<file path="config.mk">
export PLATFORM = sky130hd
export DESIGN_NAME = poly_seg_feeder
export DESIGN_NICKNAME = d
export VERILOG_FILES = /design/src/rtl/poly_seg_feeder.sv
export SDC_FILE = /design/constraint.sdc
export NUM_CORES = 1
export LEC_CHECK = 0
export CORE_ASPECT_RATIO = 1.75
export CORE_MARGIN = 4
export CORE_UTILIZATION = 40
export CTS_BUF_LIST = sky130_fd_sc_hd__clkbuf_8
export CTS_CLUSTER_DIAMETER = 200
export DETAILED_ROUTE_END_ITERATION = 8
export DONT_BUFFER_PORTS = 1
export HOLD_SLACK_MARGIN = 0.05
export SLEW_MARGIN = 20
export SYNTH_ARGS = -nofsm -noshare
export SYNTH_HDL_FRONTEND = slang
export SYNTH_SLANG_ARGS = --single-unit
</file>
<file path="constraint.sdc">
create_clock -name clk -period 4.65 [get_ports clk]
set_clock_uncertainty 0.1 [all_clocks]
set_input_delay 0.93 -clock clk [delete_from_list [all_inputs] [get_ports clk]]
set_output_delay 0.93 -clock clk [all_outputs]
set_load 0.02 [all_outputs]
</file>
<file path="src/rtl/poly_seg_feeder.sv">
// poly_seg_feeder: double-buffered segment sequencer for a 5th-order polynomial evaluator (option: POLY_SEG_FEEDER_UNDERRUN_CNT_EN)
module poly_seg_feeder #(
   parameter int BC = 8,
   parameter int BT = 8,
   parameter int BN = 16
) (
   input  logic          clk,
   input  logic          rst,
   input  logic          s_valid,
   output logic          s_ready,
   input  logic [BC-1:0] s_c0,
   input  logic [BC-1:0] s_c1,
   input  logic [BC-1:0] s_c2,
   input  logic [BC-1:0] s_c3,
   input  logic [BC-1:0] s_c4,
   input  logic [BC-1:0] s_c5,
   input  logic [BN-1:0] s_len,
   input  logic [BT-1:0] s_dt,
   output logic [BT-1:0] t_out,
   output logic [BC-1:0] c0_out,
   output logic [BC-1:0] c1_out,
   output logic [BC-1:0] c2_out,
   output logic [BC-1:0] c3_out,
   output logic [BC-1:0] c4_out,
   output logic [BC-1:0] c5_out,
   output logic          out_valid,
   output logic          seg_last,
   output logic          busy,
   output logic [15:0]   underrun_cnt
);
   typedef enum logic {IDLE, RUN} state_t;
   state_t          r_state;
   logic [6*BC-1:0] r_c, r_n_c, w_s_c, w_src_c;
   logic [BN-1:0]   r_rem, r_n_len, w_src_len;
   logic [BT-1:0]   r_dt, r_n_dt, r_t, w_src_dt;
   logic            r_last, r_nxt_full;
   logic            w_load, w_acc, w_take, w_byp, w_src_vld, w_start;
   assign w_s_c     = {s_c5, s_c4, s_c3, s_c2, s_c1, s_c0};
   assign w_load    = (r_state == IDLE) || r_last;
   assign s_ready   = !rst && (!r_nxt_full || w_load);
   assign w_acc     = s_valid && s_ready;
   assign w_take    = w_load && r_nxt_full;
   assign w_byp     = w_load && !r_nxt_full && s_valid;
   assign w_src_vld = w_take || w_byp;
   assign w_src_c   = r_nxt_full ? r_n_c : w_s_c;
   assign w_src_len = r_nxt_full ? r_n_len : s_len;
   assign w_src_dt  = r_nxt_full ? r_n_dt : s_dt;
   // zero-length descriptors are consumed without touching CUR, so outputs hold
   assign w_start   = w_src_vld && (w_src_len != '0);
   always_ff @(posedge clk) begin
      if (rst) begin
         r_state    <= IDLE;
         r_c        <= '0;
         r_n_c      <= '0;
         r_rem      <= '0;
         r_n_len    <= '0;
         r_dt       <= '0;
         r_n_dt     <= '0;
         r_t        <= '0;
         r_last     <= 1'b0;
         r_nxt_full <= 1'b0;
      end else begin
         if (w_acc && !w_byp) begin
            r_n_c      <= w_s_c;
            r_n_len    <= s_len;
            r_n_dt     <= s_dt;
            r_nxt_full <= 1'b1;
         end else if (w_take) begin
            r_nxt_full <= 1'b0;
         end
         if (w_load) begin
            r_t     <= '0;
            r_state <= w_start ? RUN : IDLE;
            r_last  <= w_start && (w_src_len == BN'(1));
            if (w_start) begin
               r_c   <= w_src_c;
               r_dt  <= w_src_dt;
               r_rem <= w_src_len - BN'(1);
            end
         end else begin
            r_t    <= r_t + r_dt;
            r_rem  <= r_rem - BN'(1);
            r_last <= (r_rem == BN'(1));
         end
      end
   end
   assign out_valid = (r_state == RUN);
   assign seg_last  = r_last;
   assign t_out     = r_t;
   assign busy      = (r_state == RUN) || r_nxt_full;
   assign c0_out    = r_c[0*BC +: BC];
   assign c1_out    = r_c[1*BC +: BC];
   assign c2_out    = r_c[2*BC +: BC];
   assign c3_out    = r_c[3*BC +: BC];
   assign c4_out    = r_c[4*BC +: BC];
   assign c5_out    = r_c[5*BC +: BC];
`ifdef POLY_SEG_FEEDER_UNDERRUN_CNT_EN
   logic [15:0] r_ucnt;
   logic        w_under;
   assign w_under = r_last && !w_src_vld;
   always_ff @(posedge clk) begin
      if (rst) r_ucnt <= '0;
      else if (w_under && (r_ucnt != 16'hFFFF)) r_ucnt <= r_ucnt + 16'd1;
   end
   assign underrun_cnt = r_ucnt;
`else
   assign underrun_cnt = '0;
`endif
endmodule

</file>
== Yosys cells after proc, flatten, opt, wreduce, memory -nomap -nowiden ==
Index checks and enable logic that the tools add are counted.
Word-level totals
  flip-flop bits (word level): 155
  bits of input ports: 75
  output and inout port bits: 76
  logic and storage cells: 45
Operators by class
  $add $sub $neg: 3
  equal/unequal tests: 3
  muxes and demuxes: 9
  bitwise logic cells: 1
  reductions and logical operators: 19
Operator list (count)
  two-way mux 16 bit: 3
  two-way mux 48 bit: 1
  equality test 16 x 1 -> 1 bit, second input constant: 2
  subtractor 16 x 1 -> 16 bit, second input constant: 2
  nonzero test 16 bit: 1
  adder 8 bit: 1
  logical AND 1 bit: 8
  two-way mux 8 bit: 1
  logical OR 1 bit: 4
  two-way mux 1 bit: 4
  zero test 1 bit: 3
  inequality test 2 x 1 -> 1 bit, second input constant: 1
  AND reduction 2 bit: 1
  nonzero test 2 bit: 1
  OR reduction 2 bit: 1
  NOT 1 bit: 1

== Logic depth before layout (Yosys ltp) ==
  word-level depth: 8
  depth in mapped cells: 15
  mapped depth without buffers: 9

== Least setup slack after synthesis ==
OpenSTA, ideal clock, no wires.
  path type: register to register
  start point: reg r_nxt_full
  end point: reg r_rem[14]
  setup time: 133 ps
  arrival time: 3057 ps
  required time: 4417 ps
  path slack: 1360 ps
  cell stages (with the launch flop): 14
  buffers on the path: 5
  clock period less this slack: 3290 ps
  path through: dfxtp_1 buf_6 buf_6 buf_2 buf_2 buf_2 mux2i_1 ha_1 nor3b_1 a32oi_4 or4_1 o211a_1 o21ai_1 a31oi_1
On the way
  word-level cells in the longest chain between the ends: 6
  elaborated cells on any way between the ends: 12
  those cells by class: 1 x add/sub; 1 x eq/ne; 3 x mux; 7 x reduce/logical
Ends and longest elaborated chain
  from (decl): line 36  | logic r_last, r_nxt_full;
  from (signal assigned): line 61  | r_nxt_full <= 1'b0;
  from (signal assigned): line 67  | r_nxt_full <= 1'b1;
  from (signal assigned): line 69  | r_nxt_full <= 1'b0;
  parallel branches: the longest is 6 deep, another holds subtractor 16 x 1 -> 16 bit
  to (signal assigned): line 78  | r_rem <= w_src_len - BN'(1);
  to (signal assigned): line 82  | r_rem <= r_rem - BN'(1);
  to (decl): line 34  | logic [BN-1:0] r_rem, r_n_len, w_src_len;
Parallel ways; which one is timed is not known. The select of a mux whose other input is x is not followed.
A chain may end at the register's enable or synchronous reset.

== Final worst setup path ==
  start point: reg r_nxt_full
  end point: reg r_rem[15]
Same word-level chain as after synthesis.

==> metrics.yaml <==
outcome:
  status: "finished, final reports clean"
synthesis:
  yosysSeqAreaShare_pct: 39.8
  syn_inst: 858
  synth_area_leaders: "dfxtp_1 (40%), a211oi_2 (9.3%), mux2i_1 (8.6%), nand2b_1 (6.0%), o21ai_0 (5.4%)"
  synth_edf_count: 0
  netlist_area_mm2: 0.00779
  synth_top_area_share_pct: 39.8
  ys_warn_count: 0
  yosys.area.top_type: "dfxtp_1"
  syn_avg_cell_area_um2: 9.08
  ys_seq_elements: 155
  postSynth.asyncResetShare_pct: 0
  synth_most_common_cell: "dfxtp_1"
  ys.flop_type: "dfxtp_1"
  synth_commonest_cells: "dfxtp_1 (155), nor2_1 (89), nand2_1 (84), o21ai_0 (84), nand2b_1 (75)"
  yosysUniqueCellTypes: 65
cts:
  cts_resized: 0
  root_buffer: "clkbuf_8"
  cts_tree: "yes"
  clock_path_buffers: 2
  htreeDepth: 4
  clkTransAtPathRegs_ns: 0.08
  hold_buffers: 0
  post_cts_buffers: 0
  clk_latency_ns: 0.45
  numCtsBuffers: 17
  cts.sinks: 155
drt:
  drc_errors: 0
  drt_iter0_markers: 407
  drtPass1Iterations: 4
  ant_nets: 0
  wl_per_cell_um: 16.5
  viasPerCell: 5.27
  vias: 5664
  wl_um: 17700
floorplan:
  coreArea_mm2: 0.0192
  fp-row-count: 67
  start_util_pct: 40.6
  dieWidth_um: 114
  io_pins: 151
  fp.dieH_um: 193
  dieArea_mm2: 0.0219
setup_path:
  worstPathArrival_ns: 3.26
  reg2reg_depth: 8
  path_max_fanout: 55
  r2r-start: "r_nxt_full"
  reg2reg_slack_ns: 1.65
  cp-start-kind: "flop"
  crit_required_ns: 4.92
  startpoint: "r_nxt_full"
  r2r_end: "r_rem[15]"
  cp-end-kind: "flop"
  critPathKind: "flop to flop"
  cp-endpoint: "r_rem[15]"
run:
  maxCapViolations: 0
global_route:
  antenna_found_initial: 0
  grt_max_degree: 152
  grt_use_met1_pct: 17.9
  overflow: 0
  top_usage_layer: "met2"
  grt_usage_pct: 16.4
  met3_usage_pct: 5.46
  grt_pass1_wl_um: 28700
  use_met2_pct: 28.9
  first_global_vias: 5551
sta:
  max_freq_ghz: 0.334
  worst_slew_pin_slew_ns: 0.769
  hold_viol_final: 0
  setup_viol_count_final: 0
  slew_viol_final: 0
  post-route-period-util_pct: 64.4
  postLayoutSetupSlackWorst_ns: 1.65
  rsz0062_at_grt: "false"
  whs_ns: 0.375
  max_slew_margin_pct: 48.7
  fin_crit_ns: 3.00
  tns_ns: 0
placed_design:
  port_buffers: 0
  finalWeightedCongestion: 0.849
  dp_slack_ns: 1.34
  dp_cells: 1045
  dp_hpwl_um: 12000
layout:
  final_cells: 1075
  nNetsFinal: 910
  syn_to_final_growth_pct: 4.75
  diodes: 0
  drive_above_1_share_pct: 14.3
power_and_ir_drop:
  ir_drop_mv: 0.272
  p_per_area_mw_per_mm2: 365
  p_leak_nw: 2.81
  total_power_mw: 2.98
worst_hold_path:
  hp-start: "r_n_dt[3]"
  holdCritPathClass: "flop to flop"
[state kept, by name, summed over array words and instances, names as in the netlist]
name        cells
out_valid       1
r_c            48
r_dt            8
r_n_c          48
r_n_dt          8
r_n_len        16
r_nxt_full      1
r_rem          16
seg_last        1
t_out           8
[cell type report]
class,count,area (um2)
fillers,1913,11000
multi-input cells,633,4300
flip-flops and latches,155,3110
well taps,241,302
clock buffers,18,248
clock inverters,12,103
repair buffers,7,65.1
inverters,9,33.8
[routing by layer]
metal	up-vias	part of all wire, %
li1	2883	-
met4	0	2.3
met5	-	0
met3	28	6.6
met1	2608	39
met2	145	52
[cells by family after synthesis]
| logic type | after synthesis | share of synthesized area [%] |
|---|---|---|
| and+or+nand+nor | 310 | 20.1 |
| adders and majority gates | 12 | 2.02 |
| buffers and inverters | 85 | 5.73 |
| xor gates and xnor gates | 18 | 2.02 |
| DFF | 155 | 39.8 |
| muxes | 70 | 9.07 |
| other | 1 | 0.0481 |
| AOI/OAI and AO/OA | 207 | 21.2 |
[through the flow]
| step | util, % | area (um2) |
|---|---|---|
| after floorplan | - | 7850 |
| after global placement | 40.7 | 7810 |
| after detailed placement | 40.7 | 7810 |
| after CTS | 42.5 | 8160 |
| after global routing | 42.5 | 8160 |
| final | 42.5 | 8160 |
[placed cells by master, fill, tap and decap left out, types with 3 or more instances in the layout]
| master | count |
|---|---|
| nand3_1 | 8 |
| buf_4 | 6 |
| ha_1 | 11 |
| or4_1 | 3 |
| conb_1 | 16 |
| o21ai_1 | 4 |
| or2_2 | 4 |
| nand2_1 | 84 |
| a21oi_1 | 23 |
| a211oi_2 | 58 |
| nor3_1 | 13 |
| clkinv_4 | 3 |
| a31oi_1 | 4 |
| nor3b_1 | 3 |
| inv_1 | 12 |
| xnor2_1 | 13 |
| or3_1 | 5 |
| nor2_1 | 89 |
| a21o_1 | 3 |
| nor2b_1 | 4 |
| xor2_1 | 5 |
| clkbuf_8 | 18 |
| dfxtp_1 | 154 |
| o31ai_1 | 4 |
| mux2i_1 | 67 |
| o21ai_0 | 84 |
| nand2b_1 | 75 |
[where the power goes]
group | total, mW | switching [mW] | internal [mW]
Sequential | 1.57 | 0.134 | 1.44
Combinational | 0.472 | 0.277 | 0.195
Clock | 0.936 | 0.507 | 0.429
Total | 2.98 | 0.918 | 2.06
[worst max-delay path, stage by stage, from the launching register on]
cell and delay, ns:
dfxtp_4 0.43, buf_4 0.58, nor4_2 0.15, a22oi_2 0.39, nor3_4 0.07, nor2_4 0.13, buf_4 0.61, nor2_1 0.15
a221oi_2 0.27
[how the worst min path moves through the flow]
| stage | cells after the start | to |
|---|---|---|
| floorplan | 2 | r_n_c[0] |
| global placement | 2 | r_n_c[13] |
| detailed placement | 2 | r_n_c[17] |
| CTS | 2 | r_n_c[22] |
| global route | 1 | r_c[40] |
| finish | 2 | r_n_dt[3] |
No activity file was read; power rests on OpenSTA's default activity.
